`config.mk`:
```
export PLATFORM = sky130hd
export DESIGN_NAME = fetch_controller
export DESIGN_NICKNAME = d
export VERILOG_FILES = /design/src/rtl/fetch_controller.sv
export SDC_FILE = /design/constraint.sdc
export NUM_CORES = 1
export LEC_CHECK = 0
export ABC_CLOCK_PERIOD_IN_PS = 2660
export CAP_MARGIN = 10
export CORE_MARGIN = 5
export CORE_UTILIZATION = 45
export DETAILED_ROUTE_END_ITERATION = 12
export DONT_BUFFER_PORTS = 1
export GPL_TIMING_DRIVEN = 1
export PLACE_DENSITY_LB_ADDON = 0.05
export SETUP_SLACK_MARGIN = 0.1
export SLEW_MARGIN = 30
export SYNTH_ARGS = -nofsm -noshare
export SYNTH_HDL_FRONTEND = slang
export SYNTH_SLANG_ARGS = --single-unit
```
`constraint.sdc`:
```
create_clock -name clk -period 2.66 [get_ports clk]
set_input_delay 0.266 -clock clk [delete_from_list [all_inputs] [get_ports clk]]
set_output_delay 0.266 -clock clk [all_outputs]
set_load 0.01 [all_outputs]
```
`src/rtl/fetch_controller.sv`:
```
// fetch_controller: instruction fetch sequencer with IF/ID register and one-entry skid buffer
module fetch_controller #(
  parameter logic [31:0] RESET_PC  = 32'h00000000,
  parameter logic [31:0] NOP_INSTR = 32'h00000013
) (
  input  logic        clk,
  input  logic        rst,
  input  logic        redirect_i,
  input  logic [31:0] redirect_pc_i,
  input  logic        stall_d_i,
  input  logic        flush_d_i,
  output logic        imem_req_o,
  output logic [31:0] imem_addr_o,
  input  logic        imem_gnt_i,
  input  logic        imem_rvalid_i,
  input  logic [31:0] imem_rdata_i,
  output logic [31:0] instr_d_o,
  output logic [31:0] pc_d_o,
  output logic [31:0] pcplus4_d_o,
  output logic        valid_d_o
);
  typedef enum logic [1:0] {REQ, WAIT, HOLD, DISCARD} state_t;
  state_t state, state_n;
  logic [31:0] pc, pc_n, fetch_pc, fetch_pc_n, skid_instr, skid_pc;
  logic if_free, load_mem, load_skid, skid_cap;
  assign imem_addr_o = {pc[31:2], 2'b00};
  // next-state, next-PC and request decode; redirect always wins over grant and response
  always_comb begin
    state_n = state;
    pc_n = pc;
    fetch_pc_n = fetch_pc;
    imem_req_o = 1'b0;
    load_mem = 1'b0;
    load_skid = 1'b0;
    skid_cap = 1'b0;
    if_free = !valid_d_o || !stall_d_i;
    case (state)
      REQ: begin
        imem_req_o = rst;
        if (redirect_i) begin
          pc_n = redirect_pc_i;
          if (imem_gnt_i) begin
            fetch_pc_n = pc;
            state_n = DISCARD;
          end
        end else if (imem_gnt_i) begin
          fetch_pc_n = pc;
          pc_n = pc + 32'd4;
          state_n = WAIT;
        end
      end
      WAIT: begin
        if (redirect_i) begin
          pc_n = redirect_pc_i;
          state_n = imem_rvalid_i ? REQ : DISCARD;
        end else if (flush_d_i) begin
          state_n = imem_rvalid_i ? REQ : DISCARD;
        end else if (imem_rvalid_i && if_free) begin
          load_mem = 1'b1;
          imem_req_o = 1'b1;
          if (imem_gnt_i) begin
            fetch_pc_n = pc;
            pc_n = pc + 32'd4;
          end else begin
            state_n = REQ;
          end
        end else if (imem_rvalid_i) begin
          skid_cap = 1'b1;
          state_n = HOLD;
        end
      end
      HOLD: begin
        pc_n = redirect_i ? redirect_pc_i : pc;
        load_skid = !flush_d_i && !stall_d_i;
        state_n = (flush_d_i || !stall_d_i) ? REQ : HOLD;
      end
      default: begin
        pc_n = redirect_i ? redirect_pc_i : pc;
        state_n = imem_rvalid_i ? REQ : DISCARD;
      end
    endcase
  end
  // state, fetch PCs and skid buffer
  always_ff @(posedge clk or negedge rst)
    if (!rst) begin
      state <= REQ;
      pc <= RESET_PC;
      fetch_pc <= RESET_PC;
      skid_instr <= '0;
      skid_pc <= '0;
    end else begin
      state <= state_n;
      pc <= pc_n;
      fetch_pc <= fetch_pc_n;
      if (skid_cap) begin
        skid_instr <= imem_rdata_i;
        skid_pc <= fetch_pc;
      end
    end
  // IF/ID register: flush beats load beats stall; an idle unstalled cycle becomes a bubble
  always_ff @(posedge clk or negedge rst)
    if (!rst) begin
      instr_d_o <= '0;
      pc_d_o <= '0;
      pcplus4_d_o <= '0;
      valid_d_o <= 1'b0;
    end else if (flush_d_i) begin
      instr_d_o <= NOP_INSTR;
      valid_d_o <= 1'b0;
    end else if (load_mem) begin
      instr_d_o <= imem_rdata_i;
      pc_d_o <= fetch_pc;
      pcplus4_d_o <= fetch_pc + 32'd4;
      valid_d_o <= 1'b1;
    end else if (load_skid) begin
      instr_d_o <= skid_instr;
      pc_d_o <= skid_pc;
      pcplus4_d_o <= skid_pc + 32'd4;
      valid_d_o <= 1'b1;
    end else if (!stall_d_i) begin
      valid_d_o <= 1'b0;
    end
endmodule

```
==> results_dict.tcl, run 1 <==
set metrics [dict create \
    fmaxAchievable_mhz 405 \
    antenna_left 0 \
    synth_flop_cell "dfrtp_1" \
    ioPinCount 201 \
    cts.htree.levels 1 \
    initial_core_util_pct 45.7 \
    design.core.area_um2 25200 \
    cp_cell_sequence "or4b_4, nor2_8, mux2_4, ha_4, o21ai_4, o41a_1, a221o_1" \
    hold_slack_ps -571 \
    place.gp.congestion 0.850 \
    placed_area_um2 11800 \
    nets 1224 \
    cp_top_family "compound AO/OA/AOI/OAI gates" \
    multi_input_area_um2 5360 \
    nFillCells 2265 \
    synthesis.area_um2 11500 \
    yosys_register_bits 225 \
    grt_max_degree 227 \
    drtIter0Drc 851 \
    synth_edf_count 0 \
    max_stage_delay_ps 630 \
    seq_area_um2 5630 \
    layout-drive-gt1-share_pct 19.5 \
    finalHoldViolations 225 \
    cp_max_fo 9 \
    avgViaCountPerCell 5.83 \
    outcome "finished with violations" \
    worst-slew-pin-transition_ps 932 \
    p_leak_nw 5.80 \
    slew_headroom_pct 37.9 \
    cts_root_buffer "clkbuf_16" \
    slew_viol_final 0 \
    remaining_drc_errors 0 \
    min_period_ps 2470 \
    cts_buffers 26 \
    cp.arrival_ps 2880 \
    end_kind "register" \
    cts.sinks 225 \
    netlist_instances 1105 \
    first_global_vias 8694 \
    critPathSlowestCell "or4b_4" \
    setup_tns_ps 0 \
    power_density_nw_per_um2 956 \
    yosys.area.top_type "dfrtp_1" \
    num_vias 8742 \
    ys_warn_count 0 \
    crit_path_start_kind "register" \
    dpl.hpwl_um 22200 \
    grt_pass1_wl_um 50900 \
    layout_commonest_cell "dfrtp_1" \
    dieHeight_um 170 \
    die_w_um 170 \
    drv_cap 0 \
    syn_area_per_cell_um2 10.4 \
    final_area_um2 13400 \
    totalWireLength_um 32200 \
    setup_viol 0 \
    synth.top_cell.area_share_pct 48.9 \
    synthArstFlopShare_pct 100 \
    violations "negative hold slack" \
    clk_pin_slew_ps 60 \
    grt_use_total_pct 21.8 \
    antenna_found_initial 0 \
    mostFrequentLayoutCells "225 x dfrtp_1, 126 x nand2_1, 101 x mux2_2" \
    io_buffers 0 \
    synth_cell_types 83 \
    clock_skew_ps 14.6 \
    dieArea_um2 28900 \
    rsz0062_at_grt "yes" \
    finalCritPeriodShare_pct 92.8 \
    yosys-top-cells-area "dfrtp_1 49%, mux2_2 10%, nand2_1 4.2%" \
    syn_to_final_growth_pct 16.5 \
    worstSetupPathType "register to register" \
    cts_tree "built" \
    dr.pass1.iters 5 \
    rows 58 \
    hold_buffers 67 \
    detail_route.wl_per_cell_um 21.5 \
    ys_seq_area_share_pct 48.9 \
    critPathBufInv 0 \
    grt-ovfl-total 0 \
    cts_buffer_depth 3 \
    cp.required_ps 3070 \
    ir_worst_vdd_uv 521 \
    clk-insertion-delay-late_ps 530 \
    hp-class "input port to asynchronous set/reset pin" \
    n_antenna_cell 0 \
]
[layout make-up]
type / instances / share of cell area, %
Clock buffer: 39 / 5.59
Clock inverter: 7 / 0.718
Inverter: 9 / 0.252
Multi-Input combinational cell: 767 / 40.0
Sequential cell: 225 / 42.0
Tap cell: 330 / 3.08
Timing Repair Buffer: 122 / 8.40
[logic make-up (layout without fill, tap and decap cells)]
family          after synthesis  after routing  share of synthesized area (%)
simple gates                347            347                           16.1
compound gates              258            258                           14.8
flops                       225            225                           48.9
mux                         146            146                           13.8
buf+inv                     114            177                           5.30
xor+xnor                     12             12                          0.913
fa+ha+maj                     2              2                          0.217
other cells                   1              2                         0.0326
[final timing paths]
kind	startpoint	to	slack, ps	cells after the start
setup reg to reg	state[1]	pcplus4_d_o[28]	190	7
min in group clk	redirect_pc_i[9]	pc[9]	30	2
max in group asynchronous	rst	fetch_pc[25]	2460	0
hold / removal	rst	pc_d_o[27]	-570	0
setup / recovery	state[1]	pcplus4_d_o[28]	190	7
hold reg to reg	pc[0]	fetch_pc[0]	500	1
[report_power, final]
group | switching [W] | internal, W
Clock | 0.00139 | 0.00213
Sequential | 0.00151 | 0.00450
Combinational | 0.00178 | 0.00151
Total | 0.00468 | 0.00814
[cells in the mapped netlist (all sizes together), types with 9 or more instances]
cell	n
nand3b	30
nand3	27
nor4	9
clkbuf	37
a31oi	19
inv	9
and3	13
nand4	27
or3	13
mux2i	44
dfrtp	225
nor3	22
o21ai	88
nor2	39
mux2	102
buf	68
a21oi	47
o22ai	12
nand2	128
[flip-flops by register name (all words and copies together), names as in the netlist]
name / count
fetch_pc: 32
instr_d_o: 32
pc: 32
pc_d_o: 32
skid_instr: 32
skid_pc: 32
pcplus4_d_o: 30
state: 2
valid_d_o: 1
[metal layers]
metal  vias up  track usage [%]  share of wire, %
li1       4172                -                 -
met1      4243             33.7                48
met2       287             31.4                43
met3        40             5.46               8.1
met4         0             3.96               1.5
met5         -                0                 0
[what timing repair did]
| action | CTS | global route |
|---|---|---|
| setup endpoints to repair | 1 | 4 |
| setup buffers | 0 | 2 |
| endpoints found under the hold margin | 325 | 225 |
| gates resized for setup | 3 | 5 |
| pin swaps | 0 | 3 |
[per-stage QoR]
stage / std cells / worst slack, ps / power, W / hold WS, ps / utilization, %
after floorplan: 1106 / 120 / 0.00814 / -29.6 / -
after global placement: 1384 / 230 / 0.00917 / -23.3 / 47.0
after detailed placement: 1384 / 178 / 0.00923 / -24.1 / 47.0
after CTS: 1497 / 152 / 0.0129 / -593 / 53.1
after global routing: 1499 / 68.1 / 0.0136 / -589 / 53.3
final: 1499 / 190 / 0.0128 / -571 / 53.3
Note: power is estimated with default switching activity, not from simulation.
==> run 2, diff against run 1 <==
--- a/config.mk
+++ b/config.mk
@@ -7,8 +7,9 @@
 export LEC_CHECK = 0
 export ABC_CLOCK_PERIOD_IN_PS = 2660
 export CAP_MARGIN = 10
+export CORE_ASPECT_RATIO = 1.4
 export CORE_MARGIN = 5
-export CORE_UTILIZATION = 45
+export CORE_UTILIZATION = 36
 export DETAILED_ROUTE_END_ITERATION = 12
 export DONT_BUFFER_PORTS = 1
 export GPL_TIMING_DRIVEN = 1
==> results_dict.tcl, run 2 (synthesis results as in run 1) <==
set metrics [dict create \
    outcome "finished with violations" \
    violations "negative hold slack" \
    placed_area_um2 12000 \
    hp-class "input port to asynchronous set/reset pin" \
    p_leak_nw 5.83 \
    setup_viol 0 \
    crit_path_start_kind "register" \
    min_period_ps 2460 \
    avgViaCountPerCell 5.59 \
    die_w_um 161 \
    seq_power_share_pct 45.8 \
    nFillCells 3109 \
    clock_skew_ps 7.93 \
    worstSetupPathType "register to register" \
    syn_to_final_growth_pct 18.0 \
    layout_commonest_cell "dfrtp_1" \
    clkPwrFrac_pct 28.8 \
    antenna_found_initial 0 \
    worst-slew-pin-transition_ps 770 \
    post_cts_buffers 0 \
    hold_slack_ps -567 \
    totalWireLength_um 34400 \
    first_global_vias 9011 \
    drtIter0Drc 473 \
    cp_max_fo 6 \
    drv_cap 0 \
    power_switching_w 0.00478 \
    grt_max_degree 227 \
    design.core.area_um2 31600 \
    comb_power_share_pct 25.4 \
    slew_viol_final 0 \
    finalNonFillerCells 1565 \
    cts_buffers 26 \
    swShare_pct 36.4 \
    final_area_um2 13600 \
    dieArea_um2 35700 \
    dieHeight_um 222 \
    mostFrequentLayoutCells "225 x dfrtp_1, 126 x nand2_1, 102 x mux2_2" \
    fmaxAchievable_mhz 406 \
    ioPinCount 201 \
    grtUsageMet1_pct 25.0 \
    cts_root_buffer "clkbuf_16" \
    num_vias 8749 \
    detail_route.wl_per_cell_um 22.0 \
    layout-drive-gt1-share_pct 19.6 \
    setup_tns_ps 0 \
    grt_util_met3_pct 4.54 \
    antenna_left 0 \
    initial_core_util_pct 36.4 \
    cp.arrival_ps 2880 \
    cts_tree "built" \
    power_density_nw_per_um2 967 \
    rows 77 \
    place.gp.congestion 0.843 \
    remaining_drc_errors 0 \
    grt_pass1_wl_um 54200 \
    dpl.hpwl_um 23900 \
    grtUsageMet2_pct 31.2 \
    finalHoldViolations 225 \
    cts_buffer_depth 3 \
    dr.pass1.iters 5 \
    grt_use_total_pct 18.9 \
    finalCritPeriodShare_pct 92.6 \
    ir_worst_vdd_uv 558 \
    cts.htree.levels 1 \
    cp.required_ps 3080 \
    nets 1225 \
    rsz0062_at_grt "no" \
    top_usage_layer "met2" \
    p_int_w 0.00835 \
    grt-ovfl-total 0 \
    clk-insertion-delay-late_ps 540 \
    n_antenna_cell 0 \
    end_kind "register" \
    slew_headroom_pct 48.7 \
    utilization_pct 43.0 \
    cts.sinks 225 \
    place_inst 1449 \
    clk_pin_slew_ps 60 \
    io_buffers 0 \
]
-- run 2: power groups by stage --
stage	sequential [W]	combinational, W	clock [W]
2_1_floorplan	0.00555	0.00259	0
3_3_place_gp	0.00609	0.00319	0
3_5_place_dp	0.00611	0.00323	0
4_1_cts	0.00605	0.00337	0.00388
5_1_grt	0.00620	0.00372	0.00402
6_report	0.00601	0.00333	0.00378
-- run 2: cell type report --
cell class / instances / area (µm²) / area share [%]
sequential: 225 / 5630 / 41.5
clock buffer: 37 / 773 / 5.69
tap: 395 / 494 / 3.64
clock inverter: 9 / 125 / 0.921
timing repair buffer: 123 / 1170 / 8.63
multi-input combinational: 767 / 5350 / 39.4
inverter: 9 / 33.8 / 0.249
-- run 2: per-layer routing --
layer	vias to the layer above	routed length, µm
li1	4133	-
met1	4298	14700
met2	271	16600
met3	47	2370
met4	0	738
met5	-	0
-- run 2: worst max-delay path, cell delays in order (launching register included) --
cell and delay, ps:
dfrtp_1 380, or4b_4 580, nor2_8 180, mux2_2 200, ha_4 190, o21ai_4 110
o41a_1 430, a221o_1 270
-- run 2: final timing paths --
| path | startpoint | to | slack (ps) | depth (start not counted) |
|---|---|---|---|---|
| max | state[1] | pcplus4_d_o[28] | 200 | 7 |
| min | rst | instr_d_o[3] | -570 | 0 |
| max reg2reg | state[1] | pcplus4_d_o[28] | 200 | 7 |
| min reg2reg | skid_instr[30] | skid_instr[30] | 500 | 1 |
| max in group asynchronous | rst | instr_d_o[25] | 2890 | 0 |
| min in group clk | redirect_pc_i[8] | pc[8] | 10 | 2 |
-- run 2: through the flow --
step / power [W] / setup WS, ps
4_1_cts: 0.0133 / 124
3_3_place_gp: 0.00928 / 256
2_1_floorplan: 0.00814 / 120
5_1_grt: 0.0139 / 110
6_report: 0.0131 / 197
3_5_place_dp: 0.00934 / 204
-- run 2: what timing repair did --
action	4_1_cts	5_1_grt
hold buffers	69	1
gates resized for setup	0	2
setup endpoints to repair	0	3
endpoints found under the hold margin	324	228
